`src/rtl/reg_file_mp.sv`:
```
// Multi-read-port register file with a byte-enabled write port, optional write-to-read
// bypass, synchronous bulk clear and a per-entry "written since reset/clear" scoreboard.
module reg_file_mp #(
   parameter  int WIDTH  = 16,
   parameter  int DEPTH  = 8,
   parameter  int NUM_RD = 2,
   parameter  int BYPASS = 1,
   localparam int AW     = $clog2(DEPTH),
   localparam int NB     = WIDTH / 8
) (
   input  logic                    Clk,
   input  logic                    reset_n,
   input  logic                    clr,
   input  logic                    we,
   input  logic [AW-1:0]           wr_addr,
   input  logic [WIDTH-1:0]        wr_data,
   input  logic [NB-1:0]           wr_be,
   input  logic [NUM_RD*AW-1:0]    rd_addr,
   output logic [NUM_RD*WIDTH-1:0] rd_data,
   output logic [DEPTH-1:0]        written
);

   logic [DEPTH-1:0][WIDTH-1:0] store;

   function automatic logic [WIDTH-1:0] mergeBytes(input logic [WIDTH-1:0] oldWord,
                                                   input logic [WIDTH-1:0] newWord,
                                                   input logic [NB-1:0]    be);
      logic [WIDTH-1:0] res;
      res = oldWord;
      for (int b = 0; b < NB; b++) begin
         if (be[b]) res[8*b +: 8] = newWord[8*b +: 8];
      end
      return res;
   endfunction

   // Per-entry decode compares against each in-range index, so an address >= DEPTH never hits
   // and an X address cannot qualify any entry unless we is high.
   for (genvar k = 0; k < DEPTH; k++) begin : g_entry
      logic [WIDTH-1:0] data_q;
      logic [WIDTH-1:0] data_d;
      logic             written_q;
      logic             written_d;
      logic             hit;

      assign hit = we && (wr_addr == AW'(k)) && (wr_be != '0);

      always_comb begin
         data_d    = data_q;
         written_d = written_q;
         if (clr) begin
            data_d    = '0;
            written_d = 1'b0;
         end else if (hit) begin
            data_d    = mergeBytes(data_q, wr_data, wr_be);
            written_d = 1'b1;
         end
      end

      always_ff @(posedge Clk or negedge reset_n) begin
         if (!reset_n) begin
            data_q    <= '0;
            written_q <= 1'b0;
         end else begin
            data_q    <= data_d;
            written_q <= written_d;
         end
      end

      assign store[k]   = data_q;
      assign written[k] = written_q;
   end

   for (genvar p = 0; p < NUM_RD; p++) begin : g_rd
      logic [AW-1:0]    addr;
      logic [WIDTH-1:0] stored;
      logic [WIDTH-1:0] portData;
      logic             fwd;

      assign addr = rd_addr[p*AW +: AW];

      // Out-of-range addresses match no entry and fall through to zero.
      always_comb begin
         stored = '0;
         for (int k = 0; k < DEPTH; k++) begin
            if (addr == AW'(k)) stored = store[k];
         end
      end

      assign fwd      = (BYPASS != 0) && reset_n && we && !clr && (addr == wr_addr)
                        && (stored == stored) && addrInRange(addr);
      assign portData = fwd ? mergeBytes(stored, wr_data, wr_be) : stored;
      assign rd_data[p*WIDTH +: WIDTH] = portData;
   end

   function automatic logic addrInRange(input logic [AW-1:0] a);
      logic hitAny;
      hitAny = 1'b0;
      for (int k = 0; k < DEPTH; k++) begin
         if (a == AW'(k)) hitAny = 1'b1;
      end
      return hitAny;
   endfunction

endmodule

```
`config.mk`:
```
export PLATFORM = sky130hd
export DESIGN_NAME = reg_file_mp
export DESIGN_NICKNAME = d
export VERILOG_FILES = /design/src/rtl/reg_file_mp.sv
export SDC_FILE = /design/constraint.sdc
export NUM_CORES = 1
export LEC_CHECK = 0
export BUFFER_PORTS_ARGS = -buffer_cell sky130_fd_sc_hd__buf_2
export CAP_MARGIN = 20
export CORE_MARGIN = 2
export CORE_UTILIZATION = 45
export DETAILED_ROUTE_END_ITERATION = 10
export GPL_TIMING_DRIVEN = 0
export PLACE_DENSITY = 0.69
export SLEW_MARGIN = 10
export SYNTH_ARGS = -nofsm -noshare
export SYNTH_HDL_FRONTEND = slang
export SYNTH_SLANG_ARGS = --single-unit
```
`constraint.sdc`:
```
create_clock -name Clk -period 2.5 [get_ports Clk]
set_input_delay 0.125 -clock Clk [delete_from_list [all_inputs] [get_ports Clk]]
set_output_delay 0.125 -clock Clk [all_outputs]
set_load 0.02 [all_outputs]
```
; Word-level counts from Yosys, hierarchy flattened
; Cells that the tools add are included.
[word_totals]
out_inout_bits = 40
ff_bits = 136
input_bits = 31
elab_cells = 172
[classes]
reduce_logical = 53
n_mux = 72
eq_ne = 23
[ops]
columns = op, count
row1 = $mux 16, 34
row2 = $mux 8, 6
row3 = $eq 3x3->1 const B, 12
row4 = $mux 1, 32
row5 = $reduce_and 2->1, 16
row6 = $logic_and 1x1->1, 22
row7 = $reduce_bool 2->1, 11
row8 = $eq 3x2->1 const B, 6
row9 = $eq 3x1->1 const B, 3
row10 = $logic_not 3->1, 3
row11 = $eq 3x3->1, 2
row12 = $logic_not 1->1, 1

; Logic depth before layout (Yosys ltp)
; Gate-level depths: netlist of run 1.
[depth]
ltp_word = 11
ltp_mapped = 7
mapped_depth_nobuf = 4

; Worst setup path before layout of run 1
; Ideal clock, no wire load.
[synth_path]
path_type = input -> output
start = in rd_addr[5]
end = out rd_data[29]
required_ns = 2.375
path_stages = 6
arrival_ns = 1.510
path_slack_ns = 0.865
path_buffers = 2
path_cell_list = buf_4 or2_2 buf_2 o22ai_1 a21oi_1 o31ai_1
[synth_between]
elab_chain_cells = 11
elab_cells_between_ends = 29
cone_classes = eq/ne: 8 / mux: 18 / reduce/logical: 3
[synth_rtl]
columns = item, line
row1 = from (decl), 18  ; input logic [NUM_RD*AW-1:0] rd_addr,
row2 = $logic_not 3->1, "85, 99"
row3 = $mux 16 or $mux 1 (tied branches) (8 in a row), "85, 99"
row4 = $mux 8 or $logic_and 1x1->1 (tied branches), "31, 90"
row5 = $mux 16 *, 91  ; assign portData = fwd ? mergeBytes(stored, wr_data, wr_be) : stored;
row6 = to (decl), 19  ; output logic [NUM_RD*WIDTH-1:0] rd_data,
; Mark *: on every way between the ends. The rest lies on a longest branch, timed or not.

; Final worst setup path of run 1
[layout_path]
start = in rd_addr[4]
end = out rd_data[30]
; The elaborated chain is that of the path after synthesis.

==> results.cfg, run 1 <==
[timing]
setup_viol = 0
grt_setup_unrepaired = no
worst_slew_pin_slew_ns = 0.864
report.final.hold_viol_count = 0
finalCriticalPeriod_ns = 2.11
fin_crit_sh_pct = 84.4
drv_slew = 0
fmax_mhz = 474
relSlewSlack_pct = 41.9
skew_ns = 0

[drt]
highest_layer = met4
wl_met3_microns = 1670
met2_length_microns = 11100
first_pass_iters = 5
wl_microns = 23500
num_vias = 6476
ant_nets = 0
drc_errors = 0
wl_met1_microns = 9860
drtIter0Drc = 501
routedWlPerCell_microns = 21.6
vias_per_cell = 5.97

[power]
peakVddDrop_mv = 0.486
p_per_area_mw_per_mm2 = 692
power.leakage_nw = 4.21

[setup_path]
reg2reg_slack_ns = 1.67
r2r_end = g_entry[3].data_q[4]
worst-r2r-cell-count = 1
slowest_delay_ns = 0.49
worstPathArrival_ns = 1.99
path_cells = buf_2, buf_4, buf_4, nand3_1, nor2_1, o31ai_1, buf_2
crit_required_ns = 2.38
r2r_start = g_entry[3].data_q[4]
cpLargestDelayFamily = buffers and inverters
path_class = in -> out
worstSetupStartpointType = primary input
crit_path_end_kind = output pin
critPathBufInv = 4
slowest_stage = nand3_1
critical_path.max_fanout = 10

[cells_and_area]
fin_util_pct = 54.2
n_antenna_cell = 0
instances_no_fill = 1085
nNetsFinal = 878
area.growth.synth_to_final_pct = 18.4
nFillCells = 1528
drive_gt1_share_pct = 32.6
multi_input_area_sq_mm = 0.00411
regArea_sq_mm = 0.00340

[clock_tree]
clockBufferDepth = 2
cts.sinks = 136
post_cts_buffers = 0
worstSkewPairLatency_ns = 0.43
cts_tree = done
cts_root_buffer = clkbuf_16
htree_num_levels = 4
path_clk_slew_ns = 0.06
cts_buffers = 17

[die]
dieArea_sq_mm = 0.0185
row_count = 48
initial_core_util_pct = 45.8
coreArea_sq_mm = 0.0172
die_x_microns = 136
die_y_microns = 136
io_pins = 71

[place]
finalWeightedCongestion = 0.942
io_buffers = 68
dp_hpwl_microns = 16700
placed_cells = 1045

[logic_synthesis]
syn_avg_cell_area_sq_um = 10.5
synthCells = 751
ys_seq_area_share_pct = 43.3
ys_warn_count = 0
synth_edf_count = 0
synth.distinct_cells = 40
synthArstFlopShare_pct = 100
syn-num-nets = 782
postSynthRegisterBits = 136
syn_area_sq_mm = 0.00786
ys.flop_type = dfrtp_1

[grt]
grt_pass1_wl_microns = 36300
grt-ovfl-total = 0
grt_max_degree = 53
antenna_found_initial = 0
first_global_vias = 6415
grt_usage_pct = 26.5

[worst_hold_path]
hp-class = in -> reg
min_to = g_entry[6].data_q[10]
min-delay-start = wr_data[10]
worstHoldPathCells = 3

[flow_run]
drv_cap = 0

[outcome]
outcome = finished clean
-- power by group --
| group | leakage [nW] | internal, W | switching, W |
|---|---|---|---|
| registers | 1.77 | 0.00239 | 0.000155 |
| clock network | 0.305 | 0.00175 | 0.000996 |
| logic | 2.14 | 0.000479 | 0.000680 |
| total | 4.21 | 0.00461 | 0.00183 |
-- per-stage QoR --
| stage | total power (W) | hold WS [ns] | area (sq um) | TNS, ns | setup WS [ns] |
|---|---|---|---|---|---|
| final | 0.00644 | 0.0807 | 9310 | 0 | 0.390 |
| after global routing | 0.00668 | 0.105 | 9310 | 0 | 0.254 |
| after CTS | 0.00644 | 0.0668 | 9310 | 0 | 0.403 |
| after detailed placement | 0.00369 | 0.112 | 8520 | -3.97 | -0.221 |
| after global placement | 0.00366 | 0.481 | 8480 | -161.82 | -2.33 |
| after floorplan | 0.00328 | -0.171 | 7860 | 0 | 0.865 |
-- what timing repair did --
action                                 CTS  global route
endpoints found under the hold margin   55             0
setup endpoints to repair               32             0
hold buffers                             7             0
gates resized for setup                  1             0
-- area by class of cell --
| cell class | count | area share [%] |
|---|---|---|
| well taps | 225 | 3.02 |
| flip-flops and latches | 136 | 36.6 |
| inverters | 2 | 0.0806 |
| repair buffers | 77 | 5.64 |
| multi-input cells | 551 | 44.1 |
| plain buffers | 62 | 3.71 |
| clock buffers | 21 | 5.05 |
| clock inverters | 11 | 1.83 |
-- worst max path at each step --
stage,start,end,cells past startpoint
after global routing,reset_n,rd_data[23],8
after global placement,reset_n,rd_data[23],6
after CTS,g_entry[6].data_q[15],rd_data[15],5
final,rd_addr[4],rd_data[30],7
after detailed placement,reset_n,rd_data[30],8
after floorplan,rd_addr[5],rd_data[29],6
-- routing by layer --
metal	vias up	global-route usage [%]
li1	2929	-
met1	3221	34.2
met2	272	42.9
met3	54	5.89
met4	0	11.2
met5	-	0
-- kinds of logic after synthesis --
kind of cell / share of synthesized area [%]
buf+inv: 4.49
compound gates: 17.9
simple gates: 10.5
flops: 43.3
xor+xnor: 0.668
mux: 23.2
-- layout by cell type, fill, tap and decap left out, drive strengths merged, types with 4 or more instances in the layout --
master and instances:
dfrtp 136, mux4 10, dlygate4sd3 4, xor2 6, mux2i 70, o21ai 120
clkbuf 37, nand2b 20, o221a 15, bufinv 4, nor4 4, o22ai 41
a21oi 36, nand2 94, clkinv 4, nor2 17, nor2b 18, and3 4
mux2 80, buf 118
-- synth_stat cells (6+ instances only) --
| master | instances | area share (%) |
|---|---|---|
| buf_2 | 24 | 1.5 |
| xor2_1 | 6 | 0.67 |
| o21ai_0 | 94 | 6.0 |
| a21oi_1 | 21 | 1.3 |
| nand2b_1 | 20 | 1.6 |
| mux2_2 | 76 | 11 |
| dfrtp_1 | 136 | 43 |
| mux2i_1 | 70 | 8.9 |
| buf_4 | 20 | 1.9 |
| o22ai_1 | 41 | 3.3 |
| o21ai_2 | 7 | 0.78 |
| nor2b_1 | 18 | 1.4 |
| o221a_2 | 15 | 2.1 |
| nor2_1 | 16 | 0.76 |
| mux4_2 | 10 | 2.9 |
| a21oi_4 | 8 | 1.7 |
| o21ai_1 | 19 | 1.2 |
| nand2_1 | 94 | 4.5 |
| clkbuf_1 | 16 | 0.76 |
| a21oi_2 | 7 | 0.78 |
-- sequential cells by signal, summed over array words and instances, names as in the netlist --
register,cells
g_entry.written_q,8
g_entry.data_q,128
Note: power is estimated with default switching activity, not from simulation.
==> run 2: changes to the inputs <==
==> constraint.sdc (replaced) <==
create_clock -name Clk -period 2.1 [get_ports Clk]
set_input_delay 0.105 -clock Clk [delete_from_list [all_inputs] [get_ports Clk]]
set_output_delay 0.105 -clock Clk [all_outputs]
set_load 0.02 [all_outputs]
==> run 2 against run 1 <==
- register-to-register slack lost 0.40 ns
- hold slack lost 0.019 ns
- first-iteration DRC count shrank 6.6%
- critical path type is now reg -> out
==> results.cfg, run 2 (synthesis results as in run 1) <==
[cells_and_area]
stdcell_area_sq_mm = 0.00931
fin_util_pct = 54.2
largest_reg_flops = 128
regMostFlops = g_entry.data_q
nNetsFinal = 878
instances_no_fill = 1085
n_antenna_cell = 0
nFillCells = 1526
area.growth.synth_to_final_pct = 18.5
final_cell_mix = dfrtp_1 (136), o21ai_0 (94), nand2_1 (94), buf_2 (91), mux2_2 (76)
drive_gt1_share_pct = 33.1
reg_top3 = g_entry.data_q x128, g_entry.written_q x8
final_common_cell = dfrtp_1

[clock_tree]
cts.sinks = 136
cts_tree = done
path_clk_slew_ns = 0.06
htree_num_levels = 4
cts_root_buffer = clkbuf_16
clockBufferDepth = 2
cts_buffers = 17
worstSkewPairLatency_ns = 0.43

[place]
finalWeightedCongestion = 0.942
placed_area_sq_mm = 0.00852
io_buffers = 68
dp_hpwl_microns = 16700
placed_cells = 1045
place_ws_ns = -0.581

[flow_run]
drv_cap = 0

[worst_hold_path]
hp-class = in -> reg
min_to = g_entry[6].data_q[10]
min-delay-start = wr_data[10]
worstHoldPathCells = 3

[power]
p_per_area_mw_per_mm2 = 821
peakVddDrop_mv = 0.580
power.leakage_nw = 4.22

[grt]
grt_max_degree = 53
grt-ovfl-total = 0
first_global_vias = 6388
antenna_found_initial = 1
grt_usage_pct = 26.5
grt_pass1_wl_microns = 36300

[setup_path]
worst-r2r-cell-count = 1
slowest_stage = o31ai_1
path_class = reg -> out
reg2reg_slack_ns = 1.27
crit_path_end_kind = output pin
r2r_end = g_entry[3].data_q[4]
worstPathArrival_ns = 1.93
r2r_start = g_entry[3].data_q[4]
critical_path.max_fanout = 3
worstSetupStartpointType = register
crit_required_ns = 2.00
path_cells = mux2i_1, o21ai_0, a21oi_1, o31ai_1, buf_2
slowest_delay_ns = 0.49

[drt]
first_pass_iters = 5
vias_per_cell = 5.95
drtIter0Drc = 468
wl_microns = 23400
ant_nets = 0
num_vias = 6452
drc_errors = 0
routedWlPerCell_microns = 21.6

[timing]
relSlewSlack_pct = 53.4
holdWs_ns = 0.0615
drv_slew = 0
fin_crit_sh_pct = 96.9
setup_viol = 0
finalCriticalPeriod_ns = 2.03
skew_ns = 0
grt_setup_unrepaired = no
report.final.hold_viol_count = 0
fmax_mhz = 492
finalWorstSetupSlack_ns = 0.0660
worst_slew_pin_slew_ns = 0.700

[die]
row_count = 48
dieArea_sq_mm = 0.0185
die_y_microns = 136
io_pins = 71
coreArea_sq_mm = 0.0172
die_x_microns = 136
initial_core_util_pct = 45.8

[outcome]
outcome = finished clean
## run 2: where the power goes
group	total, W	internal, W	switching, W
Clock	0.00325	0.00208	0.00117
Sequential	0.00303	0.00284	0.000185
Combinational	0.00137	0.000565	0.000809
## run 2: worst max path at each step
stage	slack, ns	cells after the start	startpoint	end
global route	0.007	5	g_entry[6].data_q[15]	rd_data[15]
detailed placement	-0.58	8	reset_n	rd_data[30]
finish	0.07	5	g_entry[6].data_q[14]	rd_data[30]
CTS	0.02	5	g_entry[6].data_q[15]	rd_data[15]
floorplan	0.51	6	rd_addr[5]	rd_data[29]
global placement	-2.69	6	reset_n	rd_data[23]
## run 2: area by class of cell
class | instances | area, sq um | share of cell area, %
Sequential cell | 136 | 3400 | 36.5
Clock buffer | 21 | 470 | 5.05
Tap cell | 225 | 282 | 3.02
Inverter | 2 | 7.51 | 0.0806
Timing Repair Buffer | 78 | 513 | 5.51
Multi-Input combinational cell | 551 | 4130 | 44.3
Buffer | 61 | 342 | 3.67
Clock inverter | 11 | 170 | 1.83
## run 2: per-layer routing
metal,up-vias,routed length (microns),GRT usage (%)
li1,2924,-,-
met1,3224,9860,34.3
met2,260,11200,43.3
met3,44,1590,5.56
met4,0,739,10.6
met5,-,0,0
## run 2: timing repair
item,CTS,global route
gates resized for setup,3,2
buffers inserted,4,0
hold endpoints to repair,93,0
setup endpoints to repair,32,3
hold buffers,4,0
cloned,1,0
pin swaps,4,0
## run 2: critical path, delay by kind of cell (launching register included)
family	cells	cell delay, ns
AO/OA/AOI/OAI	3	0.77
flip-flops	1	0.37
buffers and inverters	1	0.26
multiplexers	1	0.10
## run 2: through the flow
step	total power (W)	TNS (ns)
after floorplan	0.00390	0
after global placement	0.00435	-225.02
after detailed placement	0.00439	-15.49
after CTS	0.00766	0
after global routing	0.00795	0
final	0.00765	0
